## src/rtl/dr_pkg.sv

```systemverilog
// Shared encodings, sizes and FSM states for the 10-channel dual-rail sync bridge.
// Optional illegal-code checking in the top is enabled by DR10_ILLEGAL_CHECK_EN.
package dr_pkg;

    localparam int DR_CHANNELS = 10;
    localparam int DR_WIDTH    = 2 * DR_CHANNELS;

    localparam logic [1:0] DR_NULL    = 2'b00;
    localparam logic [1:0] DR_ZERO    = 2'b01;
    localparam logic [1:0] DR_ONE     = 2'b10;
    localparam logic [1:0] DR_ILLEGAL = 2'b11;

    typedef enum logic [1:0] {
        WAIT_NULL = 2'd0,
        WAIT_DATA = 2'd1,
        HOLD      = 2'd2
    } dr_state_e;

    // Binary value of a complete word is its set of true rails.
    function automatic logic [DR_CHANNELS-1:0] dr_decode(input logic [DR_WIDTH-1:0] bus);
        logic [DR_CHANNELS-1:0] word;
        for (int i = 0; i < DR_CHANNELS; i++) begin
            word[i] = bus[2*i+1];
        end
        return word;
    endfunction

endpackage

```

## src/rtl/dr_stable_detect.sv

```systemverilog
// Second synchronizer stage plus stability counter; classifies the synchronized
// dual-rail word as complete, null or illegal once it has been steady long enough.
module dr_stable_detect
    import dr_pkg::*;
#(
    parameter int STABLE_CYC = 2
) (
    input  logic                clk,
    input  logic                rst,
    input  logic [DR_WIDTH-1:0] sample,
    output logic [DR_WIDTH-1:0] sync_q,
    output logic                complete_stable,
    output logic                null_stable,
    output logic                illegal
);

    localparam logic [2:0] STABLE_LIM = 3'(STABLE_CYC);

    logic [DR_WIDTH-1:0] sync_q_r;
    logic [2:0]          cnt_r;
    logic [2:0]          cnt_next_s;
    logic                complete_s;
    logic                null_s;
    logic                illegal_s;

    // Second synchronizer flop; left unreset so a word held across reset never looks like NULL.
    always_ff @(posedge clk) begin
        sync_q_r <= sample;
    end

    // Saturating count of consecutive cycles in which the sample did not change.
    always_comb begin
        cnt_next_s = 3'd0;
        if (sample == sync_q_r) begin
            if (cnt_r == STABLE_LIM) begin
                cnt_next_s = cnt_r;
            end else begin
                cnt_next_s = cnt_r + 3'd1;
            end
        end else begin
            cnt_next_s = 3'd0;
        end
    end

    // Stability counter register.
    always_ff @(posedge clk) begin
        if (rst) begin
            cnt_r <= 3'd0;
        end else begin
            cnt_r <= cnt_next_s;
        end
    end

    // Per-channel classification of the synchronized word.
    always_comb begin
        complete_s = 1'b1;
        null_s     = 1'b1;
        illegal_s  = 1'b0;
        for (int i = 0; i < DR_CHANNELS; i++) begin
            if ((sync_q_r[2*i +: 2] != DR_ZERO) && (sync_q_r[2*i +: 2] != DR_ONE)) begin
                complete_s = 1'b0;
            end else begin
                complete_s = complete_s;
            end
            if (sync_q_r[2*i +: 2] != DR_NULL) begin
                null_s = 1'b0;
            end else begin
                null_s = null_s;
            end
            if (sync_q_r[2*i +: 2] == DR_ILLEGAL) begin
                illegal_s = 1'b1;
            end else begin
                illegal_s = illegal_s;
            end
        end
    end

    assign sync_q          = sync_q_r;
    assign complete_stable = complete_s && (cnt_next_s == STABLE_LIM);
    assign null_stable     = null_s && (cnt_next_s == STABLE_LIM);
    assign illegal         = illegal_s;

endmodule

```

## src/rtl/dr10_sync_bridge.sv

```systemverilog
// Dual-rail to clocked bridge: 4-phase acknowledge FSM and 2-entry output FIFO.
// Define DR10_ILLEGAL_CHECK_EN to latch a sticky err on any 2'b11 channel.
module dr10_sync_bridge
    import dr_pkg::*;
#(
    parameter int STABLE_CYC = 2
) (
    input  logic                   clk,
    input  logic                   rst,
    input  logic [DR_WIDTH-1:0]    dr_in,
    output logic                   ack,
    output logic [DR_CHANNELS-1:0] out_data,
    output logic                   out_valid,
    input  logic                   out_ready,
    output logic                   err
);

    logic [DR_WIDTH-1:0]    sync1_r;
    logic [DR_WIDTH-1:0]    sync_q_s;
    logic                   complete_stable_s;
    logic                   null_stable_s;
    logic                   illegal_s;
    dr_state_e              state_r, state_next_s;
    logic                   push_s, pop_s, full_s;
    logic [1:0]             count_r, count_next_s;
    logic [DR_CHANNELS-1:0] head_r, head_next_s, tail_r, tail_next_s;
    logic [DR_CHANNELS-1:0] word_s;
    logic                   ack_r, out_valid_r, err_r;

    // First synchronizer flop.
    always_ff @(posedge clk) begin
        sync1_r <= dr_in;
    end

    dr_stable_detect #(.STABLE_CYC(STABLE_CYC)) u_detect (
        .clk             (clk),
        .rst             (rst),
        .sample          (sync1_r),
        .sync_q          (sync_q_s),
        .complete_stable (complete_stable_s),
        .null_stable     (null_stable_s),
        .illegal         (illegal_s)
    );

    assign word_s = dr_decode(sync_q_s);
    assign full_s = (count_r == 2'd2);
    assign pop_s  = out_valid_r && out_ready;

    // Handshake FSM next state; a full FIFO stalls in WAIT_DATA to backpressure the producer.
    always_comb begin
        state_next_s = state_r;
        push_s       = 1'b0;
        case (state_r)
            WAIT_NULL: begin
                if (null_stable_s) state_next_s = WAIT_DATA;
                else               state_next_s = WAIT_NULL;
            end
            WAIT_DATA: begin
                if (complete_stable_s && !full_s) begin
                    push_s       = 1'b1;
                    state_next_s = HOLD;
                end else begin
                    state_next_s = WAIT_DATA;
                end
            end
            HOLD: begin
                if (null_stable_s) state_next_s = WAIT_NULL;
                else               state_next_s = HOLD;
            end
            default: state_next_s = WAIT_NULL;
        endcase
    end

    // FIFO next state as a head/tail pair so the head register drives out_data directly.
    always_comb begin
        count_next_s = count_r;
        head_next_s  = head_r;
        tail_next_s  = tail_r;
        case ({push_s, pop_s})
            2'b10: begin
                if (count_r == 2'd0) head_next_s = word_s;
                else                 tail_next_s = word_s;
                count_next_s = count_r + 2'd1;
            end
            2'b01: begin
                head_next_s  = tail_r;
                count_next_s = count_r - 2'd1;
            end
            2'b11: begin
                if (count_r == 2'd1) begin
                    head_next_s = word_s;
                end else begin
                    head_next_s = tail_r;
                    tail_next_s = word_s;
                end
            end
            default: count_next_s = count_r;
        endcase
    end

    // State, FIFO and registered output updates.
    always_ff @(posedge clk) begin
        if (rst) begin
            state_r     <= WAIT_NULL;
            count_r     <= 2'd0;
            head_r      <= '0;
            tail_r      <= '0;
            ack_r       <= 1'b0;
            out_valid_r <= 1'b0;
        end else begin
            state_r     <= state_next_s;
            count_r     <= count_next_s;
            head_r      <= head_next_s;
            tail_r      <= tail_next_s;
            ack_r       <= (state_next_s == HOLD);
            out_valid_r <= (count_next_s != 2'd0);
        end
    end

`ifdef DR10_ILLEGAL_CHECK_EN
    // Sticky illegal-code flag, cleared only by reset.
    always_ff @(posedge clk) begin
        if (rst) err_r <= 1'b0;
        else     err_r <= err_r | illegal_s;
    end
`else
    // Illegal checking disabled: flag held low.
    always_ff @(posedge clk) begin
        err_r <= 1'b0;
    end
`endif

    assign ack       = ack_r;
    assign out_data  = head_r;
    assign out_valid = out_valid_r;
    assign err       = err_r;

endmodule
```

## config.mk

```make
export PLATFORM = sky130hd
export DESIGN_NAME = dr10_sync_bridge
export DESIGN_NICKNAME = d
export VERILOG_FILES = /design/src/rtl/dr_pkg.sv /design/src/rtl/dr_stable_detect.sv /design/src/rtl/dr10_sync_bridge.sv
export SDC_FILE = /design/constraint.sdc
export NUM_CORES = 1
export LEC_CHECK = 0
export ABC_CLOCK_PERIOD_IN_PS = 2900
export CORE_UTILIZATION = 48
export CTS_CLUSTER_DIAMETER = 50
export DETAILED_ROUTE_END_ITERATION = 10
export MAX_ROUTING_LAYER = met4
export PLACE_DENSITY = 0.81
export SLEW_MARGIN = 10
export SYNTH_ARGS = -nofsm -noshare
export SYNTH_HDL_FRONTEND = slang
export SYNTH_SLANG_ARGS = --single-unit
export TNS_END_PERCENT = 1
```

## constraint.sdc

```tcl
create_clock -name clk -period 2.9 [get_ports clk]
set_input_delay 0.58 -clock clk [delete_from_list [all_inputs] [get_ports clk]]
set_output_delay 0.58 -clock clk [all_outputs]
set_load 0.1 [all_outputs]
```

==> results.sh, run 1 <==
export IMPL_ys_flop_type="dfxtp_1"
export IMPL_status="completed"
export IMPL_avgSynthCellArea_um2=10.56
export IMPL_grt_use_total_pct=20.17
export IMPL_placed_cell_area_um2=3059
export IMPL_worstSetupPathType="reg2reg"
export IMPL_worstSetupStartpointType="flip-flop"
export IMPL_antenna_left=0
export IMPL_grt_pass1_wl_mm=7.838
export IMPL_cts_made_buffers=9
export IMPL_synth_top_area_cell="dfxtp_1"
export IMPL_layout_commonest_cell="dfxtp_1"
export IMPL_postLayoutCoreUtil_pct=66.45
export IMPL_endpoint_kind="flip-flop"
export IMPL_grt_max_degree=30
export IMPL_fmax_mhz=358.2
export IMPL_drv_slew=0
export IMPL_nets=339
export IMPL_cts_tree="yes"
export IMPL_setup_viol=0
export IMPL_yosysSeqAreaShare_pct=52.72
export IMPL_fin_area_um2=3437
export IMPL_gp_congestion=0.8798
export IMPL_viasPerCell=4.962
export IMPL_period_share_pct=96.26
export IMPL_rows=26
export IMPL_area_growth_pct=31.18
export IMPL_root_buffer="clkbuf_8"
export IMPL_grt_overflow=0
export IMPL_clock_latency_ns=0.36
export IMPL_worst_path_max_fanout=5
export IMPL_dr_pass1_iters=4
export IMPL_cap_violations=0
export IMPL_cts_sinks=69
export IMPL_hp_class="reg2reg"
export IMPL_totalWireLength_mm=4.929
export IMPL_diodes=0
export IMPL_syn_area_um2=2620
export IMPL_core_area_um2=5172
export IMPL_ir_drop_uv=502.9
export IMPL_avgRoutedWirePerCell_um=13.25
export IMPL_power_density_nw_per_um2=568.3
export IMPL_fillers=400
export IMPL_die_width_um=75.88
export IMPL_finClkSkew_ns=0.01307
export IMPL_finalCriticalPeriod_ns=2.792
export IMPL_ys_seq_elements=69
export IMPL_hold_violations=0
export IMPL_cp_required_ns=3.13
export IMPL_p_leak_nw=1.422
export IMPL_synthCells=248
export IMPL_die_y_um=75.88
export IMPL_grt_pass1_vias=1802
export IMPL_synth_async_reset_ratio_pct=0
export IMPL_dpl_hpwl_mm=3.482
export IMPL_start_util_pct=50.65
export IMPL_drc=0
export IMPL_die_area_um2=5758
export IMPL_path_clk_slew_ns=0.08
export IMPL_synth_cell_types=30
export IMPL_critPathArrivalTime_ns=3.02
export IMPL_drt_iter0_markers=57
export IMPL_most_common_layout_cells="dfxtp_1, inv_1, nor2_1"
export IMPL_ctsHoldBuffers=0
export IMPL_num_vias=1846
export IMPL_ios=36
export IMPL_synth_top_cells_by_area="dfxtp_1, ha_1, xnor2_1"
export IMPL_synth_edf_count=0
export IMPL_portBuffers=34
export IMPL_antenna_found_initial=0
export IMPL_htreeDepth=3
export IMPL_syn_num_nets=290
export IMPL_drive_gt1_share_pct=20.20
export IMPL_cts_max_path_buffers=2
export IMPL_synth_top_area_share_pct=52.72
export IMPL_yosysWarnings=0
[kinds of logic after synthesis]
kind of cell             synth area share [%]
flip-flops                              52.72
AND/OR/NAND/NOR                         12.42
buffers and inverters                   5.348
AO/OA/AOI/OAI                           9.074
XOR/XNOR                                7.020
adder cells (fa/ha/maj)                 9.074
multiplexers                            4.203
other                                  0.1431
[worst max-delay path, cell delays in order (launching register included)]
cell and delay [ns]:
dfxtp_2 0.35, ha_1 0.23, or4b_4 0.52, o211ai_2 0.20, nor3b_4 0.23, nand4_2 0.18, inv_2 0.15, ha_4 0.20
nand2_4 0.08, o211a_4 0.17, clkbuf_16 0.16, mux2i_1 0.14, nor2_1 0.06
[state kept, by name, summed over array words and instances, names as in the netlist]
name	flops
ack	1
count_r	2
out_data	10
out_valid	1
state_r	2
sync1_r	20
tail_r	10
u_detect.cnt_r	3
u_detect.sync_q	20
[per-layer routing]
metal | up-vias | routed length, um | global-route usage (%)
li1 | 938 | - | -
met1 | 834 | 2083 | 21.55
met2 | 54 | 2345 | 31.56
met3 | 20 | 276 | 8.333
met4 | 0 | 224 | 11.32
met5 | - | 0 | -
[timing repair]
| item | 4_1_cts | 5_1_grt |
|---|---|---|
| setup endpoints to repair | 20 | 21 |
| endpoints found under the hold margin | 0 | 0 |
| buffers inserted | 2 | 1 |
| pin swaps | 1 | 16 |
| cloned | 0 | 2 |
| gates resized for setup | 4 | 20 |
[stage by stage]
step	total power, W	hold WS (ns)	TNS, ns	std cells	setup slack (ns)
6_report	0.001953	0.3546	0	372	0.1084
5_1_grt	0.002032	0.3706	-0.04428	372	-0.02596
4_1_cts	0.001975	0.3642	0	369	0.001799
3_5_place_dp	0.001123	0.3569	-1.349	351	-0.1423
3_3_place_gp	0.001119	0.3562	0	351	0.03800
2_1_floorplan	0.001076	0.3499	0	248	0.02995
[worst paths after layout]
kind                startpoint                   to  slack (ns)  cells past startpoint
max          u_detect.cnt_r[1]            tail_r[3]        0.11                     12
min                sync1_r[15]  u_detect.sync_q[15]        0.35                      0
max reg2reg  u_detect.cnt_r[1]            tail_r[3]        0.11                     12
min reg2reg        sync1_r[15]  u_detect.sync_q[15]        0.35                      0
[cell type report]
cell class	instances	area [um^2]	share of cell area, %
clock inverter	7	97.59	2.839
timing repair buffer	45	442.9	12.89
multi-input combinational	143	1192	34.69
sequential	69	1384	40.26
tap	70	87.58	2.548
inverter	29	108.9	3.167
clock buffer	9	123.9	3.604
[where the power goes]
| part | total, W | internal [W] | switching, W |
|---|---|---|---|
| sequential | 0.00100 | 0.000977 | 0.0000257 |
| clock | 0.000852 | 0.000486 | 0.000366 |
| combinational | 0.0000979 | 0.0000582 | 0.0000397 |
[cell usage after synthesis (2+ instances only)]
library cell,count
xnor2_1,21
inv_1,29
ha_1,19
nor2_1,27
dfxtp_1,69
nor3_1,6
clkbuf_1,5
a22oi_1,10
a211oi_1,10
nand4_1,9
mux2i_1,11
a21oi_1,8
nand2_1,6
nand4b_1,2
No activity file was read; power rests on OpenSTA's default activity.
==> inputs of run 2 (changes only) <==
--- a/config.mk
+++ b/config.mk
@@ -9,6 +9,7 @@
 export CORE_UTILIZATION = 48
 export CTS_CLUSTER_DIAMETER = 50
 export DETAILED_ROUTE_END_ITERATION = 10
+export GPL_TIMING_DRIVEN = 0
 export MAX_ROUTING_LAYER = met4
 export PLACE_DENSITY = 0.81
 export SLEW_MARGIN = 10
==> constraint.sdc (replaced) <==
create_clock -name clk -period 2.9 [get_ports clk]
set_input_delay 0.29 -clock clk [delete_from_list [all_inputs] [get_ports clk]]
set_output_delay 0.29 -clock clk [all_outputs]
set_load 0.1 [all_outputs]
==> run 2 against run 1 <==
Count of clock-buffer cells in the layout grew 5. Global-route usage rose by 0.97 points. Final area decreased by 0.98%. Cell count did not move. Via count rose by 2.5%. Worst hold slack gained 0.0064 ns. Critical path type unchanged. Clock power shrank 18%.
==> results.sh, run 2 (synthesis gave the netlist of run 1 again) <==
export IMPL_gp_congestion=0.8222
export IMPL_cap_violations=0
export IMPL_diodes=0
export IMPL_grt_pass1_wl_mm=8.245
export IMPL_grt_pass1_vias=1759
export IMPL_top_layer="met4"
export IMPL_critPathArrivalTime_ns=3.01
export IMPL_drive_gt1_share_pct=15.23
export IMPL_area_growth_pct=29.89
export IMPL_period_share_pct=96.14
export IMPL_fillers=422
export IMPL_finClkSkew_ns=0.01140
export IMPL_power_density_nw_per_um2=528.5
export IMPL_status="completed"
export IMPL_ir_drop_uv=386.5
export IMPL_grt_max_degree=11
export IMPL_route_met2_wl_mm=2.462
export IMPL_die_y_um=75.88
export IMPL_ios=36
export IMPL_core_area_um2=5172
export IMPL_layout_commonest_cell="dfxtp_1"
export IMPL_most_common_layout_cells="dfxtp_1, clkdlybuf4s50_1, inv_1"
export IMPL_cts_max_path_buffers=2
export IMPL_start_util_pct=50.65
export IMPL_p_leak_nw=1.338
export IMPL_cp_required_ns=3.12
export IMPL_hold_slack_ns=0.3610
export IMPL_worst_path_max_fanout=6
export IMPL_totalWireLength_mm=5.097
export IMPL_drc=0
export IMPL_grt_overflow=0
export IMPL_antenna_found_initial=0
export IMPL_cts_sinks=69
export IMPL_num_vias=1893
export IMPL_cts_tree="yes"
export IMPL_dpl_hpwl_mm=3.388
export IMPL_worstSetupStartpointType="flip-flop"
export IMPL_drt_met1_wl_mm=2.324
export IMPL_hp_class="reg2reg"
export IMPL_layout_setup_ws_ns=0.1120
export IMPL_clock_latency_ns=0.35
export IMPL_antenna_left=0
export IMPL_viasPerCell=5.089
export IMPL_dr_pass1_iters=4
export IMPL_multi_input_area_um2=1230
export IMPL_finalCriticalPeriod_ns=2.788
export IMPL_die_area_um2=5758
export IMPL_avgRoutedWirePerCell_um=13.70
export IMPL_endpoint_kind="flip-flop"
export IMPL_path_clk_slew_ns=0.07
export IMPL_drt_iter0_markers=93
export IMPL_root_buffer="clkbuf_8"
export IMPL_drv_slew=0
export IMPL_relSlewSlack_pct=35.24
export IMPL_worstSetupPathType="reg2reg"
export IMPL_die_width_um=75.88
export IMPL_route_met3_wl_um=213
export IMPL_seqCellArea_um2=1385
export IMPL_nets=340
export IMPL_portBuffers=33
export IMPL_grt_use_total_pct=21.14
export IMPL_hold_violations=0
export IMPL_setup_viol=0
export IMPL_tightest_slew_ns=0.9683
export IMPL_cts_made_buffers=9
export IMPL_fmax_mhz=358.7
export IMPL_dp_slack_ns=-0.3825
export IMPL_rows=26
export IMPL_htreeDepth=3
run 2: cell types whose count changed in the layout (fill, tap and decap cells not counted), moves of 2 or more:
| cell | before | now |
|---|---|---|
| clkdlybuf4s50_1 | 22 | 33 |
| clkbuf_8 | 9 | 12 |
| clkinvlp_4 | 2 | 0 |
| clkbuf_1 | 0 | 5 |
| dfxtp_2 | 2 | 0 |
| buf_4 | 18 | 5 |
| bufinv_16 | 2 | 0 |
| buf_12 | 2 | 0 |
run 2: per-layer routing:
metal	global-route usage [%]	vias to the layer above
met3	7.540	10
met5	-	-
li1	-	944
met1	25.50	894
met4	9.259	0
met2	31.76	45
run 2: final timing paths:
| kind | slack (ns) | end | cells past startpoint | start |
|---|---|---|---|---|
| max | 0.11 | tail_r[2] | 13 | u_detect.cnt_r[0] |
| min | 0.36 | u_detect.sync_q[1] | 0 | sync1_r[1] |
| max reg2reg | 0.11 | tail_r[2] | 13 | u_detect.cnt_r[0] |
| min reg2reg | 0.36 | u_detect.sync_q[1] | 0 | sync1_r[1] |
run 2: area by class of cell:
cell class | instances | area share, %
plain buffers | 7 | 1.250
clock buffers | 14 | 5.074
clock inverters | 1 | 0.1471
inverters | 29 | 3.272
multi-input cells | 144 | 36.14
flip-flops and latches | 69 | 40.70
well taps | 70 | 2.574
repair buffers | 38 | 10.85
run 2: repair_timing:
action / 4_1_cts / 5_1_grt
pin swaps: 7 / 6
setup endpoints to repair: 21 / 21
resized for setup: 23 / 13
gates cloned: 2 / 1
hold endpoints to repair: 0 / 0
setup buffers: 2 / 1
hold buffers: 0 / 0
run 2: stage by stage:
step | cells | area [um^2] | util, % | power, W | setup TNS, ns
after CTS | 370 | 3333 | 64.44 | 0.001819 | 0
after global placement | 351 | 3040 | 58.78 | 0.001118 | -5.050
after global routing | 372 | 3403 | 65.80 | 0.001882 | -0.01078
after detailed placement | 351 | 3040 | 58.78 | 0.001123 | -6.777
after floorplan | 248 | 2623 | - | 0.001076 | 0
final | 372 | 3403 | 65.80 | 0.001798 | 0
run 2: critical path: stages (launching register included):
cell      delay (ns)
dfxtp_4         0.37
inv_2           0.05
ha_4            0.24
or4b_4          0.49
o211ai_4        0.18
nor3b_4         0.27
nand4_4         0.18
inv_4           0.12
ha_4            0.18
nand2_4         0.07
o211a_4         0.16
buf_6           0.14
mux2i_2         0.16
nor2_1          0.06
run 2: where the power goes:
group | internal [W] | switching [W] | leakage (nW)
Clock | 0.000375 | 0.000322 | 0.0926
Sequential | 0.000977 | 0.0000248 | 0.572
Combinational | 0.0000585 | 0.0000410 | 0.674
==> inputs of run 3 (changes only) <==
--- a/config.mk
+++ b/config.mk
@@ -7,7 +7,6 @@
 export LEC_CHECK = 0
 export ABC_CLOCK_PERIOD_IN_PS = 2900
 export CORE_UTILIZATION = 48
-export CTS_CLUSTER_DIAMETER = 50
 export DETAILED_ROUTE_END_ITERATION = 10
 export GPL_TIMING_DRIVEN = 0
 export MAX_ROUTING_LAYER = met4
==> results of run 3 <==
Same layout as run 2: the final DEF is identical, and so are final timing and power.
